==> config.mk <==
export PLATFORM = sky130hd
export DESIGN_NAME = instr_fetch_stage
export DESIGN_NICKNAME = d
export VERILOG_FILES = /design/src/rtl/fetch_pkg.sv /design/src/rtl/instr_fetch_stage_next_pc_sel.sv /design/src/rtl/instr_fetch_stage.sv
export SDC_FILE = /design/constraint.sdc
export NUM_CORES = 1
export LEC_CHECK = 0
export CAP_MARGIN = 20
export CORE_AREA = 2 2 133 135
export DETAILED_ROUTE_END_ITERATION = 10
export DIE_AREA = 0 0 135 137
export HOLD_SLACK_MARGIN = 0.08
export PLACE_DENSITY = 0.88
export RECOVER_POWER = 100
export SYNTH_ARGS = -nofsm -noshare
export SYNTH_HDL_FRONTEND = slang
export SYNTH_SLANG_ARGS = --single-unit
==> constraint.sdc <==
create_clock -name clk -period 3.9 [get_ports clk]
set_input_delay 0.585 -clock clk [delete_from_list [all_inputs] [get_ports clk]]
set_output_delay 0.585 -clock clk [all_outputs]
set_load 0.05 [all_outputs]
==> src/rtl/fetch_pkg.sv <==
// Shared types and constants for the instruction fetch stage and its next-PC selector.
package fetch_pkg;

  typedef enum logic [1:0] {
    RUN     = 2'd0,
    HOLD    = 2'd1,
    DISCARD = 2'd2
  } fetch_state_e;

  localparam logic [31:0] NOP_INSTR = 32'h0000_0000;
  localparam int          PC_INC    = 4;
  localparam logic [5:0]  OPC_J     = 6'b000010;
  localparam logic [5:0]  OPC_BEQ   = 6'b000100;

  // Primary opcode field of a MIPS-style instruction word.
  function automatic logic [5:0] opcode_of(input logic [31:0] instr);
    return instr[31:26];
  endfunction

endpackage

==> src/rtl/instr_fetch_stage_next_pc_sel.sv <==
// Combinational next-PC selection: sequential PC+4, BEQ target or J target,
// plus the redirect qualifier for the instruction currently held in IF/ID.
module next_pc_sel
  import fetch_pkg::*;
#(
  parameter int ADDR_W = 32
) (
  input  logic [ADDR_W-1:0] pc,
  input  logic [ADDR_W-1:0] if_id_pc4,
  input  logic [25:0]       jump_index,
  input  logic [31:0]       branch_offset,
  input  logic              if_id_valid,
  input  logic              branch,
  input  logic              zero,
  input  logic              jump,
  output logic [ADDR_W-1:0] pc_plus4,
  output logic [ADDR_W-1:0] target,
  output logic              redirect
);

  logic [ADDR_W-1:0] branch_target;
  logic [ADDR_W-1:0] jump_target;

  assign pc_plus4      = pc + ADDR_W'(PC_INC);
  // Offset counts words; the add wraps naturally at the address width.
  assign branch_target = if_id_pc4 + ADDR_W'(branch_offset << 2);
  assign jump_target   = ADDR_W'({if_id_pc4[ADDR_W-1 -: 4], jump_index, 2'b00});

  assign redirect = if_id_valid & ((branch & zero) | jump);
  assign target   = jump ? jump_target : branch_target;

endmodule

==> src/rtl/instr_fetch_stage.sv <==
// Fetch stage with IF/ID register: req/ack instruction fetch, stall skid buffer,
// branch/jump redirect with in-flight discard. Optional counters via FETCH_PERF_CNT_EN.
module instr_fetch_stage
  import fetch_pkg::*;
#(
  parameter logic [31:0] RESET_PC = 32'h0000_0000,
  parameter int          ADDR_W   = 32,
  parameter int          DATA_W   = 32
) (
  input  logic              clk,
  input  logic              rst_n,
  output logic              imem_req,
  output logic [ADDR_W-1:0] imem_addr,
  input  logic              imem_ack,
  input  logic [DATA_W-1:0] imem_rdata,
  input  logic              stall,
  input  logic              Branch,
  input  logic              Zero,
  input  logic [31:0]       BranchOffset,
  input  logic              Jump,
  output logic [DATA_W-1:0] IF_ID_Instr,
  output logic [ADDR_W-1:0] IF_ID_PC4,
  output logic              IF_ID_Valid,
  output logic [5:0]        OpCode
`ifdef FETCH_PERF_CNT_EN
  ,
  output logic [31:0]       fetch_cnt,
  output logic [31:0]       stall_cnt
`endif
);

  fetch_state_e      state_reg, state_next;
  logic              started_reg;
  logic [ADDR_W-1:0] pc_reg, pc_next;
  logic [ADDR_W-1:0] drop_addr_reg, drop_addr_next;
  logic [DATA_W-1:0] skid_reg, skid_next;
  logic [DATA_W-1:0] if_id_instr_reg, if_id_instr_next;
  logic [ADDR_W-1:0] if_id_pc4_reg, if_id_pc4_next;
  logic              if_id_valid_reg, if_id_valid_next;
  logic              load_fire;

  logic [ADDR_W-1:0] pc_plus4;
  logic [ADDR_W-1:0] target;
  logic              redirect;
  logic              ack_eff;

  next_pc_sel #(.ADDR_W(ADDR_W)) u_next_pc_sel (
    .pc            (pc_reg),
    .if_id_pc4     (if_id_pc4_reg),
    .jump_index    (if_id_instr_reg[25:0]),
    .branch_offset (BranchOffset),
    .if_id_valid   (if_id_valid_reg),
    .branch        (Branch),
    .zero          (Zero),
    .jump          (Jump),
    .pc_plus4      (pc_plus4),
    .target        (target),
    .redirect      (redirect)
  );

  // started_reg keeps the request low while reset is asserted and releases it one edge later.
  assign imem_req  = started_reg & (state_reg != HOLD);
  assign imem_addr = (state_reg == DISCARD) ? drop_addr_reg : pc_reg;
  assign ack_eff   = imem_ack & imem_req;

  assign IF_ID_Instr = if_id_instr_reg;
  assign IF_ID_PC4   = if_id_pc4_reg;
  assign IF_ID_Valid = if_id_valid_reg;
  assign OpCode      = opcode_of(32'(if_id_instr_reg));

  always_comb begin
    state_next       = state_reg;
    pc_next          = pc_reg;
    drop_addr_next   = drop_addr_reg;
    skid_next        = skid_reg;
    if_id_instr_next = if_id_instr_reg;
    if_id_pc4_next   = if_id_pc4_reg;
    if_id_valid_next = if_id_valid_reg;
    load_fire        = 1'b0;

    if (redirect) begin
      if_id_valid_next = 1'b0;
      if_id_instr_next = DATA_W'(NOP_INSTR);
      skid_next        = DATA_W'(NOP_INSTR);
      pc_next          = target;
      // An unacked request must still complete on the bus at its original address.
      if (imem_req && !ack_eff) begin
        state_next = DISCARD;
        if (state_reg != DISCARD) begin
          drop_addr_next = imem_addr;
        end
      end else begin
        state_next = RUN;
      end
    end else begin
      case (state_reg)
        RUN: begin
          if (ack_eff) begin
            if (stall) begin
              skid_next  = imem_rdata;
              state_next = HOLD;
            end else begin
              if_id_instr_next = imem_rdata;
              if_id_pc4_next   = pc_plus4;
              if_id_valid_next = 1'b1;
              pc_next          = pc_plus4;
              load_fire        = 1'b1;
            end
          end
        end
        HOLD: begin
          if (!stall) begin
            if_id_instr_next = skid_reg;
            if_id_pc4_next   = pc_plus4;
            if_id_valid_next = 1'b1;
            pc_next          = pc_plus4;
            load_fire        = 1'b1;
            state_next       = RUN;
          end
        end
        DISCARD: begin
          if (ack_eff) begin
            state_next = RUN;
          end
        end
        default: begin
          state_next = RUN;
        end
      endcase
    end
  end

  always_ff @(posedge clk or negedge rst_n) begin
    if (!rst_n) begin
      state_reg       <= RUN;
      started_reg     <= 1'b0;
      pc_reg          <= ADDR_W'(RESET_PC);
      drop_addr_reg   <= '0;
      skid_reg        <= DATA_W'(NOP_INSTR);
      if_id_instr_reg <= DATA_W'(NOP_INSTR);
      if_id_pc4_reg   <= '0;
      if_id_valid_reg <= 1'b0;
    end else begin
      state_reg       <= state_next;
      started_reg     <= 1'b1;
      pc_reg          <= pc_next;
      drop_addr_reg   <= drop_addr_next;
      skid_reg        <= skid_next;
      if_id_instr_reg <= if_id_instr_next;
      if_id_pc4_reg   <= if_id_pc4_next;
      if_id_valid_reg <= if_id_valid_next;
    end
  end

`ifdef FETCH_PERF_CNT_EN
  logic [31:0] fetch_cnt_reg;
  logic [31:0] stall_cnt_reg;

  always_ff @(posedge clk or negedge rst_n) begin
    if (!rst_n) begin
      fetch_cnt_reg <= '0;
      stall_cnt_reg <= '0;
    end else begin
      if (load_fire) fetch_cnt_reg <= fetch_cnt_reg + 32'd1;
      if (stall)     stall_cnt_reg <= stall_cnt_reg + 32'd1;
    end
  end

  assign fetch_cnt = fetch_cnt_reg;
  assign stall_cnt = stall_cnt_reg;
`else
  logic unused_load_fire;
  assign unused_load_fire = load_fire;
`endif

endmodule

==> out/metrics.yaml <==
yosysMostFrequentCell: "dfrtp_1"
max_cap_viol_count: 3
insertion_delay_ns: 0.43
violations: "capacitance limit, slew limit"
path_class: "in -> reg"
crit_top_cell: "a21boi_0"
powerDensity_nw_per_um2: 935.6
hold_viol: 0
cts-root-buf: "clkbuf_16"
finalCriticalPeriod_ns: 3.584
synthSimpleGateAreaFrac_pct: 14.64
post-route-period-util_pct: 91.89
cts_buffers: 17
clk_pin_slew_ns: 0.06
synthFlopType: "dfrtp_1"
crit_cells: 11
htreeDepth: 4
synthMuxAreaShare_pct: 11.70
fin_util_pct: 69.56
drcViolationCount: 0
synth_seq_area_share_pct: 43.11
worstPathArrival_ns: 3.83
yosys-top-cells-area: "dfrtp_1, mux2_2, nand2_1"
synth_xor_area_share_pct: 7.545
grt.total_usage_pct: 27.66
die_h_um: 137
synth_edf_count: 0
leakage_nw: 4.977
cp-start-kind: "input pin"
synthAdderAreaFrac_pct: 4.154
drt-wirelength-per-cell_um: 18.43
die-area_sq_um: 18500
endpoint_kind: "flip-flop"
postCtsResizedCells: 0
synthesis.area_sq_um: 9519
wl_um: 25160
syn_to_final_growth_pct: 24.63
whs_path_depth: 2
antenna_found_initial: 0
max_stage_delay_ns: 0.56
drv_slew: 206
cts_hold_buf: 0
cp_max_fo: 6
start_util_pct: 55.81
die_x_um: 135
maxSlewHeadroom_pct: -53.74
nets: 1233
fill_cells: 1279
rsz0062_at_grt: "false"
setup_tns_ns: 0
async_flop_share_pct: 100.0
grt_pass1_wl_um: 39750
synth_cell_type_count: 65
synth.avg_cell_area_sq_um: 9.538
vdd_ir_drop_max_uv: 534.3
cts_buffer_depth: 2
hold_class: "reg -> reg"
dpl_cell_area_sq_um: 11370
first_pass_iters: 5
syn_nets: 1100
core_sq_um: 17060
cp_slowest_cell: "dlygate4sd3_1"
vias: 8040
finalInstanceArea_sq_um: 11860
yosysWarnings: 0
tightest_slew_ns: 2.306
synth-compound-area-share_pct: 15.17
worstPathCellList: "dlygate4sd3_1 > ha_1 > and2_0 > a221o_1 > a21o_1 > o21ai_0 > a21boi_0 > a21boi_0 > xor2_1 > o21ai_0 > a21boi_0"
port_buffers: 172
setup_slack_ns: 0.3162
antenna_left: 0
grt_pass1_vias: 7724
gr-total-overflow: 0
place_congestion: 0.9196
required_ns: 4.14
critPathBufInv: 1
final-setup-viol-count: 0
cts_setup_buffers: 0
grt_max_degree: 94
cts.sinks: 164
dp_hpwl_um: 17570
diodes: 0
synth_commonest_cells: "dfrtp_1, nand2_1, nor2_1"
pre_cts_slack_ns: 0.1501
drive_gt1_share_pct: 11.05
synth_top_family_by_area: "compound AO/OA/AOI/OAI gates"
max_freq_ghz: 0.2790
r2r.worst_path.cells: 12
status: "complete, but fails checks"
cpLargestDelayFamily: "compound AO/OA/AOI/OAI gates"
dr.first_iter.drc_count: 571
yosysTopAreaCell: "dfrtp_1"
fin_total_pwr_w: 0.01110
io_pins: 175
ys_seq_elements: 164
cts_tree: "done"
fin_worst_skew_ns: 0.007388
yosysTopAreaCellShare_pct: 43.11
row_count: 48
drt-vias-per-instance: 5.890
synthCells: 998
[tightest hold or removal path: cells and delay by family (launching register included)]
family	cells	cell delay, ns
AOI/OAI and AO/OA	1	0.06
DFF	1	0.34
and+or+nand+nor	1	0.05
[routing by layer]
| layer | up-vias | GRT usage (%) | wire length, um |
|---|---|---|---|
| met5 | - | 0 | 0 |
| met4 | 0 | 10.59 | 610 |
| met3 | 48 | 5.889 | 1833 |
| met2 | 326 | 45.88 | 12180 |
| met1 | 3909 | 35.76 | 10540 |
| li1 | 3757 | - | - |
[power by group]
part           leakage [nW]  switching, W  total, W  internal (W)
sequential             2.05      0.000855   0.00329       0.00243
combinational          2.67       0.00397   0.00624       0.00227
clock                 0.256      0.000670   0.00157      0.000897
[area by class of cell]
cell class                 instances  area [sq um]  share of cell area [%]
clock buffer                      20         456.7                   3.849
clock inverter                     8         80.08                  0.6750
inverter                           7         26.28                  0.2215
multi-input combinational        753          5082                   42.84
sequential                       164          4104                   34.59
tap                              225         281.5                   2.373
timing repair buffer             188          1833                   15.45
[cell usage in the layout, fill, tap and decap left out, types with 9 or more instances in the layout]
| master | n |
|---|---|
| a211oi_1 | 50 |
| a21o_1 | 9 |
| a21oi_1 | 78 |
| clkbuf_16 | 17 |
| clkdlybuf4s50_1 | 63 |
| dfrtp_1 | 164 |
| dlygate4sd3_1 | 107 |
| ha_1 | 30 |
| mux2_2 | 66 |
| mux2i_1 | 37 |
| nand2_1 | 143 |
| nand3_1 | 19 |
| nor2_1 | 80 |
| o21ai_0 | 48 |
| xnor2_1 | 44 |
| xor2_1 | 38 |
[logic make-up (layout without fill, tap and decap cells)]
kind of cell | Yosys count | after routing
compound gates | 230 | 230
fa+ha+maj | 31 | 31
buf+inv | 81 | 223
flops | 164 | 164
mux | 103 | 103
xor+xnor | 82 | 82
other cells | 1 | 1
simple gates | 306 | 306
[worst paths after layout]
kind                       slack (ns)        startpoint                to
max                              0.32   BranchOffset[9]        pc_reg[25]
min                              0.48  drop_addr_reg[7]  drop_addr_reg[7]
max reg2reg                      0.58      IF_ID_PC4[2]        pc_reg[28]
min reg2reg                      0.48  drop_addr_reg[7]  drop_addr_reg[7]
max in group asynchronous        0.82             rst_n     IF_ID_PC4[24]
min in group asynchronous        0.82             rst_n     IF_ID_PC4[10]
[metrics by stage]
| stage | hold slack (ns) | cells |
|---|---|---|
| floorplan | 0.2894 | 998 |
| global placement | 0.4631 | 1336 |
| detailed placement | 0.4713 | 1336 |
| CTS | 0.2676 | 1364 |
| global route | 0.5137 | 1365 |
| finish | 0.4830 | 1365 |
No activity file was read; power rests on OpenSTA's default activity.
